File: src/rtl/shift_pkg.sv
// -----------------------------------------------------------------------------
// shift_pkg
// Shared definitions for the barrel shift unit:
//   - DATA_W / SHAMT_BITS : operand width and shift-amount width (log2(DATA_W)+1)
//   - shift_mode_e        : SHIFT_MODE encodings; 3'b101..3'b111 are reserved
//   - is_reserved()       : flags a reserved SHIFT_MODE value
//   - stage_t             : payload carried between pipeline stages
// No ports (package).
// -----------------------------------------------------------------------------
package shift_pkg;

  localparam int DATA_W     = 16;
  localparam int SHAMT_BITS = $clog2(DATA_W) + 1;

  typedef enum logic [2:0] {
    MODE_LSR = 3'b000,
    MODE_LSL = 3'b001,
    MODE_ASR = 3'b010,
    MODE_ROR = 3'b011,
    MODE_ROL = 3'b100
  } shift_mode_e;

  // mode is kept as raw bits so reserved encodings can travel with the beat.
  // shamt is the full amount; each stage consumes only its own level bits.
  typedef struct packed {
    logic                  valid;
    logic                  err;
    logic                  carry;
    logic                  sign;
    logic [2:0]            mode;
    logic [SHAMT_BITS-1:0] shamt;
    logic [DATA_W-1:0]     data;
  } stage_t;

  function automatic logic is_reserved(input logic [2:0] mode);
    return (mode > 3'(MODE_ROL));
  endfunction

endpackage

File: src/rtl/shift_pipe_stage.sv
// -----------------------------------------------------------------------------
// shift_pipe_stage
// A contiguous group of logarithmic mux levels [LVL_LO, LVL_HI) followed by a
// holding register. Level k shifts by 2**k when shamt bit k is set.
// Ports:
//   CLK  in   clock
//   RST  in   synchronous active-high reset, clears the register to zero
//   en   in   register load enable (global advance)
//   d    in   payload entering this stage's mux levels
//   q    out  registered payload
// -----------------------------------------------------------------------------
module shift_pipe_stage
  import shift_pkg::*;
#(
  parameter int LVL_LO = 0,
  parameter int LVL_HI = 1
) (
  input  logic   CLK,
  input  logic   RST,
  input  logic   en,
  input  stage_t d,
  output stage_t q
);

  localparam int NLVL = LVL_HI - LVL_LO;

  for (genvar k = 0; k < NLVL; k++) begin : g_lvl
    localparam int LVL = LVL_LO + k;
    localparam int SH  = 1 << LVL;
    // The top level (shift by DATA_W) produces the full-fill results for
    // logical/arithmetic modes; rotates ignore it (amount mod DATA_W).
    localparam bit TOP = (LVL == SHAMT_BITS - 1);
    localparam logic [DATA_W-1:0] FILL = ~({DATA_W{1'b1}} >> SH);

    stage_t cur;
    stage_t nxt;

    if (k == 0) begin : g_src
      assign cur = d;
    end else begin : g_chain
      assign cur = g_lvl[k-1].nxt;
    end

    // Carry is the last bit pushed out by the highest active level; a level
    // that does not shift leaves the carry from earlier levels untouched.
    always_comb begin
      nxt = cur;
      if (cur.shamt[LVL] && !cur.err) begin
        case (cur.mode)
          MODE_LSR: begin
            nxt.data  = cur.data >> SH;
            nxt.carry = cur.data[SH-1];
          end
          MODE_ASR: begin
            nxt.data  = (cur.data >> SH) | (FILL & {DATA_W{cur.sign}});
            nxt.carry = cur.data[SH-1];
          end
          MODE_LSL: begin
            nxt.data  = cur.data << SH;
            nxt.carry = cur.data[DATA_W-SH];
          end
          MODE_ROR: begin
            if (!TOP) begin
              nxt.data  = (cur.data >> SH) | (cur.data << (DATA_W - SH));
              nxt.carry = cur.data[SH-1];
            end
          end
          MODE_ROL: begin
            if (!TOP) begin
              nxt.data  = (cur.data << SH) | (cur.data >> (DATA_W - SH));
              nxt.carry = cur.data[DATA_W-SH];
            end
          end
          default: ;
        endcase
      end
    end
  end

  stage_t comb_out;
  assign comb_out = g_lvl[NLVL-1].nxt;

  always_ff @(posedge CLK) begin
    if (RST) begin
      q <= '0;
    end else if (en) begin
      q <= comb_out;
    end
  end

endmodule

File: src/rtl/barrel_shift_unit.sv
// -----------------------------------------------------------------------------
// barrel_shift_unit
// Pipelined multi-bit shifter (LSR, LSL, ASR, ROR, ROL) with valid/ready flow.
// Ports:
//   CLK, RST    clock, synchronous active-high reset
//   A, B        operands; SRC_SEL picks A (0) or B (1)
//   SHIFT_MODE  000 LSR, 001 LSL, 010 ASR, 011 ROR, 100 ROL, others reserved
//   SHAMT       shift amount, 0 .. 2*WIDTH-1
//   In_Valid    input beat valid;  In_Ready  unit accepts the beat
//   SHIFT_OUT   result;            SHIFT_Flag output valid
//   Out_Ready   downstream accepts the output
//   CARRY_OUT   last bit shifted/rotated out
//   ZERO_Flag   SHIFT_OUT == 0
//   MODE_ERR    the beat used a reserved mode (passed through unchanged)
//
// Handshake: an input beat transfers on a rising edge where In_Valid &&
// In_Ready; an output beat transfers on a rising edge where SHIFT_Flag &&
// Out_Ready. The whole pipeline moves together: advance = !SHIFT_Flag ||
// Out_Ready and In_Ready = advance, so a stalled output freezes every stage
// (bubbles included) and holds all outputs stable.
// -----------------------------------------------------------------------------
module barrel_shift_unit
  import shift_pkg::*;
#(
  parameter  int WIDTH       = DATA_W,
  parameter  int PIPE_STAGES = 2,
  localparam int SHAMT_W     = $clog2(WIDTH) + 1
) (
  input  logic               CLK,
  input  logic               RST,
  input  logic [WIDTH-1:0]   A,
  input  logic [WIDTH-1:0]   B,
  input  logic               SRC_SEL,
  input  logic [2:0]         SHIFT_MODE,
  input  logic [SHAMT_W-1:0] SHAMT,
  input  logic               In_Valid,
  output logic               In_Ready,
  output logic [WIDTH-1:0]   SHIFT_OUT,
  output logic               SHIFT_Flag,
  input  logic               Out_Ready,
  output logic               CARRY_OUT,
  output logic               ZERO_Flag,
  output logic               MODE_ERR
);

  // The stage payload is sized by the package, so the operand width is set
  // there; WIDTH exists to size the ports and must agree with it.
  if (WIDTH != DATA_W || PIPE_STAGES < 1 || PIPE_STAGES > SHAMT_W) begin : g_bad_params
    $error("barrel_shift_unit: WIDTH must equal shift_pkg::DATA_W and PIPE_STAGES must be 1..log2(WIDTH)+1");
  end

  logic   advance;
  stage_t stg_in;
  stage_t last;

  always_comb begin
    stg_in       = '0;
    stg_in.data  = SRC_SEL ? B : A;
    stg_in.sign  = stg_in.data[WIDTH-1];
    stg_in.shamt = SHAMT;
    stg_in.mode  = SHIFT_MODE;
    stg_in.err   = is_reserved(SHIFT_MODE);
    stg_in.carry = 1'b0;
    stg_in.valid = In_Valid;
  end

  // Mux levels are split as evenly as possible across the stages; the last
  // stage register drives the outputs directly.
  for (genvar s = 0; s < PIPE_STAGES; s++) begin : g_stage
    stage_t d_s;
    stage_t q_s;

    if (s == 0) begin : g_head
      assign d_s = stg_in;
    end else begin : g_tail
      assign d_s = g_stage[s-1].q_s;
    end

    shift_pipe_stage #(
      .LVL_LO((s * SHAMT_W) / PIPE_STAGES),
      .LVL_HI(((s + 1) * SHAMT_W) / PIPE_STAGES)
    ) u_stage (
      .CLK (CLK),
      .RST (RST),
      .en  (advance),
      .d   (d_s),
      .q   (q_s)
    );
  end

  assign last = g_stage[PIPE_STAGES-1].q_s;

  assign advance    = !last.valid || Out_Ready;
  assign In_Ready   = advance;
  assign SHIFT_OUT  = last.data;
  assign SHIFT_Flag = last.valid;
  assign CARRY_OUT  = last.carry;
  assign MODE_ERR   = last.err;
  assign ZERO_Flag  = (last.data == '0);

  // Routing fields are spent by the time the beat reaches the output.
  logic unused_tail;
  assign unused_tail = ^{last.shamt, last.mode, last.sign};

endmodule

File: config.mk
export PLATFORM = sky130hd
export DESIGN_NAME = barrel_shift_unit
export DESIGN_NICKNAME = d
export VERILOG_FILES = /design/src/rtl/shift_pkg.sv /design/src/rtl/shift_pipe_stage.sv /design/src/rtl/barrel_shift_unit.sv
export SDC_FILE = /design/constraint.sdc
export NUM_CORES = 1
export LEC_CHECK = 0
export ABC_AREA = 1
export ABC_CLOCK_PERIOD_IN_PS = 1600
export BUFFER_PORTS_ARGS = -buffer_cell sky130_fd_sc_hd__buf_2
export CELL_PAD_IN_SITES_DETAIL_PLACEMENT = 0
export CELL_PAD_IN_SITES_GLOBAL_PLACEMENT = 1
export CORE_UTILIZATION = 35
export CTS_BUF_LIST = sky130_fd_sc_hd__clkbuf_8
export DETAILED_ROUTE_END_ITERATION = 12
export GPL_TIMING_DRIVEN = 0
export PLACE_DENSITY_LB_ADDON = 0.15
export RECOVER_POWER = 100
export SLEW_MARGIN = 40
export SYNTH_ARGS = -nofsm -noshare
export SYNTH_HDL_FRONTEND = slang
export SYNTH_SLANG_ARGS = --single-unit
File: constraint.sdc
create_clock -name CLK -period 1.6 [get_ports CLK]
set_clock_uncertainty 0.1 [all_clocks]
set_input_delay 0.24 -clock CLK [delete_from_list [all_inputs] [get_ports CLK]]
set_output_delay 0.24 -clock CLK [all_outputs]
set_load 0.05 [all_outputs]
==> flow_summary.json, run 1 <==
{
  "die_y_um": 101.1,
  "dr.pass1.iters": 5,
  "yosysWarnings": 0,
  "layout-drive-gt1-share_pct": 35.26,
  "largest_register_ff_count": 45,
  "grt_pass1_wl_um": 20810,
  "insertion_delay_ps": 300,
  "postRouteWirelength_um": 13110,
  "routedWlPerCell_um": 15.97,
  "yosysUniqueCellTypes": 32,
  "cp.arrival_ps": 1860,
  "vias": 4479,
  "end_kind": "flop",
  "syn_nets": 626,
  "maxSlewViolCount": 0,
  "fin_ws_ps": -165.1,
  "core_um2": 9371,
  "final_nets": 736,
  "layout.area.seq_um2": 917.1,
  "drtAntennaViolNets": 0,
  "critical-path-slowest-cell": "dfxtp_2",
  "finalCritPeriodShare_pct": 110.3,
  "hold_viol": 0,
  "start_kind": "flop",
  "antenna_found_initial": 0,
  "cts_tree": "yes",
  "hpwl_um": 9675,
  "port_buffers": 64,
  "ios": 66,
  "dieArea_um2": 10220,
  "num_rows": 35,
  "worst_path_largest_cell_delay_ps": 340,
  "finalCriticalPeriod_ps": 1765,
  "num_antenna_cells": 0,
  "cts-root-buf": "clkbuf_8",
  "clockBufferDepth": 2,
  "worst_hold_path_type": "input port to flop",
  "initial_core_util_pct": 36.68,
  "yosysSeqAreaShare_pct": 26.21,
  "maxCapViolCount": 0,
  "grt_usage_pct": 26.13,
  "avgSynthCellArea_um2": 5.916,
  "vias_per_cell": 5.456,
  "cts_made_buffers": 5,
  "drt_iter0_markers": 308,
  "crit_chain": "buf_8, o21ai_4, buf_8, nand2_8, buf_6, a21oi_2, nand2_1, o211ai_1, nand2_1, nand2_1, a21oi_2",
  "syn_inst": 581,
  "critPathRequiredTime_ps": 1690,
  "num-fill-cells": 988,
  "crit_top_cell": "nand2_1",
  "utilization_pct": 52.56,
  "relSlewSlack_pct": 61.00,
  "violations": "negative setup slack",
  "peakVddDrop_mv": 0.3779,
  "grt_max_degree": 15,
  "top_register": "g_stage.u_stage.q",
  "setup_tns_ps": -2101,
  "synthToLayoutAreaGrowth_pct": 43.32,
  "finalSetupViolations": 25,
  "routabilityCongestion": 0.9305,
  "cts.sinks": 45,
  "overflow": 0,
  "critPathMaxFanout": 8,
  "max_slew.worst_pin.slew_ps": 587.5,
  "ys_ff_latch": 45,
  "grt_pass1_vias": 4085,
  "powerDensity_nw_per_um2": 820.9,
  "cts.clk_slew.worst_paths_ps": 100,
  "chipWidth_um": 101.1,
  "crit_type": "flop to flop",
  "fmax_ghz": 0.5665,
  "largestRegisters": "g_stage.u_stage.q x45",
  "status": "finished with violations",
  "syn-cell-area_um2": 3437,
  "htreeDepth": 2,
  "place_ws_ps": -423.8,
  "rsz0062_at_grt": "yes",
  "p_leak_nw": 2.243,
  "drc": 0,
  "multi_input_area_um2": 2606
}
-- synth_stat cells --
cell type	n	area, um^2
nand2_1	155	581.8
o21ai_0	80	400.4
nand3_1	73	365.4
a21oi_1	55	275.3
inv_1	54	202.7
dfxtp_1	45	900.9
nor2_1	24	90.09
clkbuf_1	16	60.06
o211ai_1	14	105.1
buf_2	9	45.04
o221ai_1	9	78.83
or2_2	7	43.79
buf_4	5	37.54
nor2_2	4	25.02
nor4_1	4	25.02
o21ai_1	4	20.02
inv_2	3	11.26
nand2_2	3	18.77
clkinv_1	2	7.510
nand4_1	2	12.51
nor3_1	2	10.01
a21boi_0	1	7.510
a21oi_4	1	16.27
a31oi_1	1	6.260
and2_1	1	6.260
buf_6	1	11.26
nand2_4	1	11.26
nand3_4	1	17.52
o211ai_2	1	12.51
o21ai_2	1	8.760
o21ai_4	1	16.27
o22ai_1	1	6.260
-- layer usage --
metal / vias up / share of wire [%] / GRT usage, %
li1: 2197 / - / -
met1: 2090 / 50 / 39.70
met2: 178 / 43 / 39.46
met3: 14 / 6.5 / 2.913
met4: 0 / 1.4 / 4.905
met5: - / 0 / 0
-- per-stage QoR --
step | cell area (um^2) | instances | power (mW) | hold WS [ps]
6_report | 4926 | 821 | 4.044 | 99.40
3_3_place_gp | 3946 | 774 | 2.708 | 310.8
5_1_grt | 4926 | 821 | 4.281 | 110.4
2_1_floorplan | 3465 | 581 | 2.326 | 199.4
3_5_place_dp | 3946 | 774 | 2.713 | 316.7
4_1_cts | 4534 | 808 | 3.858 | 93.31
-- cell type report --
| class | count | area share (%) |
|---|---|---|
| multi-input combinational | 448 | 52.91 |
| sequential | 45 | 18.62 |
| timing repair buffer | 103 | 13.82 |
| inverter | 59 | 4.902 |
| buffer | 29 | 4.039 |
| tap | 129 | 3.277 |
| clock buffer | 6 | 1.676 |
| clock inverter | 2 | 0.7620 |
-- worst max-delay path, delay by kind of cell (launching register included) --
family	cells	cell delay, ps
buffers and inverters	3	460
and+or+nand+nor	4	350
DFF	1	340
AOI/OAI and AO/OA	4	400
-- cell families after synthesis --
| group | share of synthesized area (%) |
|---|---|
| AND/OR/NAND/NOR | 35.13 |
| buffers and inverters | 10.92 |
| AO/OA/AOI/OAI | 27.74 |
| flip-flops | 26.21 |
-- power breakdown --
| part | internal [mW] | switching (mW) |
|---|---|---|
| clock network | 0.509 | 0.421 |
| logic | 0.626 | 1.12 |
| registers | 1.24 | 0.121 |
| total | 2.38 | 1.67 |
-- worst paths after layout --
kind                               to  cells after the start  slack [ps]                     start
max           g_stage[1].u_stage.q[6]                     11        -170  g_stage[0].u_stage.q[21]
min          g_stage[0].u_stage.q[20]                      3         100                  SHAMT[4]
max reg2reg   g_stage[1].u_stage.q[6]                     11        -170  g_stage[0].u_stage.q[21]
min reg2reg  g_stage[0].u_stage.q[27]                      2         360  g_stage[0].u_stage.q[27]
-- cells in the final DEF, fill, tap and decap left out, types with 8 or more instances in the layout --
cell type	synthesis	routed
nand2_1	155	134
buf_2	9	60
o21ai_0	80	60
nand3_1	73	57
inv_1	54	48
a21oi_1	55	42
dfxtp_1	45	38
buf_4	5	28
nand2_2	3	19
o21ai_1	4	19
nor2_1	24	17
o211ai_1	14	14
clkbuf_2	0	13
a21oi_2	0	13
nand3_2	0	13
buf_6	1	12
nor2_4	0	8
-- repair_timing --
| action | CTS | global route |
|---|---|---|
| gates cloned | 4 | 1 |
| setup endpoints to repair | 43 | 41 |
| pin swaps | 25 | 35 |
| hold buffers | 1 | 0 |
| gates resized for setup | 80 | 100 |
| setup buffers | 21 | 14 |
| endpoints found under the hold margin | 1 | 0 |
Note: power is estimated with default switching activity, not from simulation.
==> run 2: changes to the inputs <==
- PLACE_DENSITY: unset -> 0.8
- PLACE_DENSITY_LB_ADDON: 0.15 -> unset
==> run 2 against run 1 <==
The flow still finishes with violations (negative setup slack). Total power grew 3.1%. Die area did not move. Clock-buffer cell count down 1. Global-route usage down 0.99 points. Via count grew 0.25%. Wire length shrank 0.24%. Cell area rose by 0.89%. Core utilization up 0.47 points. Critical path type unchanged.
==> flow_summary.json, run 2 (synthesis results as in run 1) <==
{
  "drtAntennaViolNets": 0,
  "layout-drive-gt1-share_pct": 34.25,
  "grt_max_degree": 15,
  "ios": 66,
  "layout_common_cells": "nand2_1 (134), o21ai_0 (66), nand3_1 (57)",
  "chipWidth_um": 101.1,
  "fmax_ghz": 0.5599,
  "peakVddDrop_mv": 0.3700,
  "final_nets": 736,
  "rsz0062_at_grt": "yes",
  "antenna_found_initial": 0,
  "maxCapViolCount": 0,
  "hold_slack_ps": 103.9,
  "crit_chain": "buf_6, inv_2, nand2_4, nand2_8, buf_4, a21oi_4, buf_6, nand3_1, nand2_1, nand2_1, a21oi_1",
  "num_rows": 35,
  "num_antenna_cells": 0,
  "cts-root-buf": "clkbuf_8",
  "largestRegisters": "g_stage.u_stage.q x45",
  "fin_ws_ps": -185.9,
  "powerDensity_nw_per_um2": 838.9,
  "worst_path_largest_cell_delay_ps": 340,
  "htreeDepth": 2,
  "grt_usage_pct": 25.14,
  "routabilityCongestion": 0.9208,
  "initial_core_util_pct": 36.68,
  "placed_area_um2": 3946,
  "start_kind": "flop",
  "vias": 4490,
  "maxSlewViolCount": 0,
  "status": "finished with violations",
  "grt_pass1_vias": 3962,
  "max_slew.worst_pin.slew_ps": 596.1,
  "drc": 0,
  "cts_tree": "yes",
  "crit_type": "flop to flop",
  "fin_cells": 821,
  "routedWlPerCell_um": 15.93,
  "cts.clk_slew.worst_paths_ps": 90,
  "port_buffers": 64,
  "drt_iter0_markers": 295,
  "clockBufferDepth": 2,
  "largest_register_ff_count": 45,
  "core_um2": 9371,
  "overflow": 0,
  "crit_family": "buffers and inverters",
  "critPathRequiredTime_ps": 1740,
  "grt_pass1_wl_um": 20040,
  "critical-path-slowest-cell": "dfxtp_2",
  "end_kind": "flop",
  "vias_per_cell": 5.469,
  "hpwl_um": 9417,
  "critPathMaxFanout": 7,
  "synthToLayoutAreaGrowth_pct": 44.59,
  "stdcell_area_um2": 4970,
  "cp.arrival_ps": 1920,
  "p_leak_nw": 2.270,
  "finalCriticalPeriod_ps": 1786,
  "die_y_um": 101.1,
  "setup_tns_ps": -2573,
  "power_mw": 4.169,
  "cts_made_buffers": 5,
  "dr.pass1.iters": 5,
  "layout_commonest_cell": "nand2_1",
  "hold_viol": 0,
  "cts.sinks": 45,
  "place_ws_ps": -395.3,
  "dpl.cell_count": 774,
  "path_buf_inv": 4,
  "top_register": "g_stage.u_stage.q",
  "violations": "negative setup slack",
  "postRouteWirelength_um": 13080,
  "finalSetupViolations": 25,
  "worst_hold_path_type": "input port to flop",
  "utilization_pct": 53.03,
  "relSlewSlack_pct": 60.43,
  "insertion_delay_ps": 310,
  "finalCritPeriodShare_pct": 111.6,
  "dieArea_um2": 10220
}
==> run 2: cell types whose count changed in the layout (fill, tap and decap cells not counted), moves of 3 or more <==
cell      delta
o21ai_0      +6
clkbuf_2    +11
o21ai_1      -5
a21oi_1      +5
a21oi_2      -5
nor2_2       -3
buf_6        +3
buf_2       -15
==> run 2: timing repair <==
action                     CTS  global route
hold endpoints to repair     1             0
setup buffers               22            16
setup endpoints to repair   42            41
gates resized for setup     88            92
pin swaps                   21            32
hold buffers                 1             0
cloned                       2             1
==> run 2: tightest hold or removal path: cells and delay by family <==
family / cells / cell delay [ps]
buffers and inverters: 1 / 70
AO/OA/AOI/OAI: 1 / 70
AND/OR/NAND/NOR: 1 / 90
==> run 2: report_power, final <==
group          internal (mW)  switching [mW]  total, mW
Combinational          0.647            1.12       1.76
Clock                  0.621           0.418       1.04
Sequential              1.24           0.122       1.37
==> run 2: cell type report <==
class / count / area, um^2
clock buffers: 5 / 68.82
flip-flops and latches: 45 / 919.6
repair buffers: 104 / 733.2
clock inverters: 3 / 65.06
plain buffers: 30 / 217.7
well taps: 129 / 161.4
inverters: 59 / 239.0
multi-input cells: 446 / 2565
fillers: 988 / 4402
==> run 2: layer usage <==
layer / vias to the layer above / global-route usage (%) / part of all wire, % / wire length [um]
met5: - / 0 / 0 / 0
met4: 0 / 5.017 / 0.99 / 129
met3: 12 / 2.982 / 5.6 / 734
met2: 159 / 38.20 / 45 / 5851
met1: 2138 / 37.74 / 49 / 6361
li1: 2181 / - / - / -
==> run 2: path summary, 6_finish.rpt <==
path                             from                        to  slack, ps  cells after the start
max          g_stage[0].u_stage.q[22]   g_stage[1].u_stage.q[5]       -190                     11
min                          SHAMT[4]  g_stage[0].u_stage.q[20]        100                      3
min reg2reg  g_stage[0].u_stage.q[27]  g_stage[1].u_stage.q[27]        350                      2
max reg2reg  g_stage[0].u_stage.q[22]   g_stage[1].u_stage.q[5]       -190                     11
==> run 3: changes to the inputs <==
- ABC_AREA: 1 -> unset
- CORE_UTILIZATION: 35 -> 38
- MAX_ROUTING_LAYER: unset -> met4
==> run 3 against run 2 <==
The flow still finishes with violations (negative setup slack). Final cell count is 13% lower. Sequential power hardly changed. Clock power decreased by 29%. First-iteration DRC count is 9.8% higher. Synthesized area up 5.7%. Worst setup slack worse by 190 ps.
==> flow_summary.json, run 3 <==
{
  "status": "finished with violations",
  "violations": "negative setup slack",
  "syn_inst": 468,
  "routabilityCongestion": 0.9456,
  "critical-path-slowest-cell": "a221oi_2",
  "powerDensity_nw_per_um2": 723.8,
  "ff2ff_setup_slack_ps": -370,
  "vias_per_cell": 6.134,
  "yosys-top-cells-count": "nand2_1 (47), a21oi_1 (46), dfxtp_1 (45)",
  "setup_tns_ps": -5177,
  "synthToLayoutAreaGrowth_pct": 52.53,
  "yosys_most_used_dff": "dfxtp_1",
  "grt_usage_pct": 29.28,
  "avgSynthCellArea_um2": 7.761,
  "power.switching_mw": 1.680,
  "layout_commonest_cell": "buf_2",
  "dr.pass1.iters": 5,
  "cts_made_buffers": 5,
  "r2r-end": "g_stage[1].u_stage.q[25]",
  "fin_ws_ps": -373.7,
  "yosysUniqueCellTypes": 78,
  "top_register": "g_stage.u_stage.q",
  "largestRegisters": "g_stage.u_stage.q x45",
  "initial_core_util_pct": 39.31,
  "largest_register_ff_count": 45,
  "dpl.cell_count": 661,
  "drt_iter0_markers": 324,
  "crit_chain": "buf_8, nor2b_4, mux2_4, a22oi_2, a21oi_2, a221oi_2, o2bb2ai_1",
  "maxSlewViolCount": 0,
  "critPathRequiredTime_ps": 1700,
  "chipWidth_um": 99.77,
  "clockBufferDepth": 2,
  "cts.clk_slew.worst_paths_ps": 90,
  "cts-root-buf": "clkbuf_8",
  "finalCritPeriodShare_pct": 123.4,
  "hpwl_um": 10120,
  "ys_async_sr_fraction_pct": 0,
  "comb_power_share_pct": 46.6,
  "cts_tree": "yes",
  "max_slew.worst_pin.slew_ps": 655.6,
  "r2r_cells": 7,
  "htreeDepth": 2,
  "crit_type": "flop to flop",
  "cts.sinks": 45,
  "grt_pass1_wl_um": 22070,
  "crit_family": "compound AO/OA/AOI/OAI gates",
  "swShare_pct": 41.89,
  "ios": 66,
  "drtAntennaViolNets": 0,
  "layout_common_cells": "buf_2 (43), nand2_1 (42), a21oi_1 (40)",
  "overflow": 0,
  "clkPwrFrac_pct": 18.5,
  "syn-cell-area_um2": 3632,
  "power_mw": 4.010,
  "start_kind": "flop",
  "yosysSeqAreaShare_pct": 24.80,
  "vias": 4398,
  "hold_start": "SHAMT[2]",
  "worst_hold_path_type": "input port to flop",
  "rsz0062_at_grt": "yes",
  "relSlewSlack_pct": 56.29,
  "worst_path_largest_cell_delay_ps": 350,
  "ys_ff_latch": 45,
  "num-fill-cells": 822,
  "critPathMaxFanout": 6,
  "cp.arrival_ps": 2070,
  "cellInternalPower_mw": 2.330,
  "num_antenna_cells": 0,
  "grt_max_degree": 16,
  "final_nets": 632,
  "core_um2": 9240,
  "die_y_um": 99.77,
  "finalSetupViolations": 25,
  "port_buffers": 64,
  "num_rows": 35,
  "yosysMostFrequentCell": "nand2_1",
  "end_kind": "flop",
  "peakVddDrop_mv": 0.3611,
  "dieArea_um2": 9953,
  "insertion_delay_ps": 300,
  "hold_path_end": "g_stage[0].u_stage.q[18]",
  "syn_nets": 513,
  "synth_edf_count": 0,
  "place_ws_ps": -537.6,
  "yosysWarnings": 0,
  "grt_pass1_vias": 4061,
  "fin_cells": 717,
  "r2r-start": "g_stage[0].u_stage.q[21]",
  "hold_viol": 0,
  "maxCapViolCount": 0,
  "layout-drive-gt1-share_pct": 47.62,
  "ys_top_cells_by_area": "dfxtp_1 (25%), a21oi_1 (6.3%), nand2_1 (4.9%), nor2_1 (4.5%), a221oi_1 (4.1%)",
  "finalCriticalPeriod_ps": 1974,
  "routedWlPerCell_um": 20.70,
  "postRouteWirelength_um": 14840,
  "path_buf_inv": 1,
  "p_seq_share_pct": 34.8,
  "fmax_ghz": 0.5067,
  "synth_top_area_cell": "dfxtp_1",
  "p_leak_nw": 2.179,
  "drc": 0,
  "synth_top_area_share_pct": 24.80,
  "antenna_found_initial": 0,
  "worstHoldPathCells": 3
}
==> run 3: changes by cell type after synthesis, sizes merged, moves of 9 or more <==
cell,previous run,this run
o31ai,0,10
a221oi,0,18
mux2i,0,13
a211oi,0,17
nor3,2,16
nand2,159,48
nand3,74,8
nor2,28,54
o211ai,15,3
a31oi,1,10
mux2,0,9
o21ai,86,32
inv,57,8
==> run 3: repair_timing <==
action | in CTS | in global routing
resized for setup | 98 | 69
setup endpoints to repair | 40 | 38
hold buffers | 0 | 0
cloned | 3 | 0
setup buffers | 23 | 26
pin swaps | 26 | 32
endpoints found under the hold margin | 0 | 0
==> run 3: power groups by stage <==
stage               clock [mW]  sequential, mW  combinational, mW
global placement             0            1.38               1.40
floorplan                    0            1.53              0.863
CTS                      0.755            1.38               1.65
detailed placement           0            1.38               1.40
global route             0.802            1.41               1.98
finish                   0.742            1.40               1.87
==> run 3: worst max path at each step <==
stage	start	endpoint	slack [ps]	cells past startpoint
after global routing	g_stage[0].u_stage.q[22]	g_stage[1].u_stage.q[25]	-530	7
after global placement	SHIFT_MODE[0]	g_stage[0].u_stage.q[4]	-580	8
final	g_stage[0].u_stage.q[21]	g_stage[1].u_stage.q[25]	-370	7
after CTS	g_stage[0].u_stage.q[21]	g_stage[1].u_stage.q[11]	-280	8
after floorplan	g_stage[0].u_stage.q[21]	g_stage[1].u_stage.q[12]	-120	9
after detailed placement	SHIFT_MODE[0]	g_stage[0].u_stage.q[4]	-540	8
==> run 3: per-layer routing <==
| metal | up-vias | share of wire [%] | GRT usage, % |
|---|---|---|---|
| met3 | 46 | 5.3 | 2.741 |
| met1 | 2124 | 42 | 36.85 |
| met4 | 0 | 2.8 | 8.710 |
| li1 | 2031 | - | - |
| met2 | 197 | 50 | 49.55 |
| met5 | - | 0 | - |
==> run 3: worst register-to-register path: stages, from the launching register on <==
cell       delay, ps
dfxtp_2          340
buf_8            130
nor2b_4          230
mux2_4           320
a22oi_2          160
a21oi_2          110
a221oi_2         350
o2bb2ai_1        120
==> run 3: logic make-up after synthesis <==
family / Yosys count / share of synthesized area [%]
buffers and inverters: 44 / 7.647
XOR/XNOR: 2 / 0.4823
AND/OR/NAND/NOR: 169 / 23.98
flip-flops: 45 / 24.80
AO/OA/AOI/OAI: 186 / 36.72
multiplexers: 22 / 6.373
==> run 3: cell type report <==
class | count | area, um^2 | share of cell area [%]
Tap cell | 129 | 161.4 | 2.913
Clock inverter | 3 | 21.27 | 0.3839
Sequential cell | 45 | 915.9 | 16.53
Buffer | 32 | 364.1 | 6.572
Timing Repair Buffer | 115 | 852.1 | 15.38
Multi-Input combinational cell | 380 | 3120 | 56.32
Clock buffer | 5 | 68.82 | 1.242
Inverter | 8 | 36.28 | 0.6549
==> run 3: metrics by stage <==
step / hold slack, ps / util (%) / cell area, um^2
floorplan: 280.5 / - / 3834
global placement: 336.5 / 46.70 / 4315
detailed placement: 347.7 / 46.70 / 4315
CTS: 64.88 / 54.83 / 5066
global route: 68.52 / 59.96 / 5540
finish: 68.77 / 59.96 / 5540
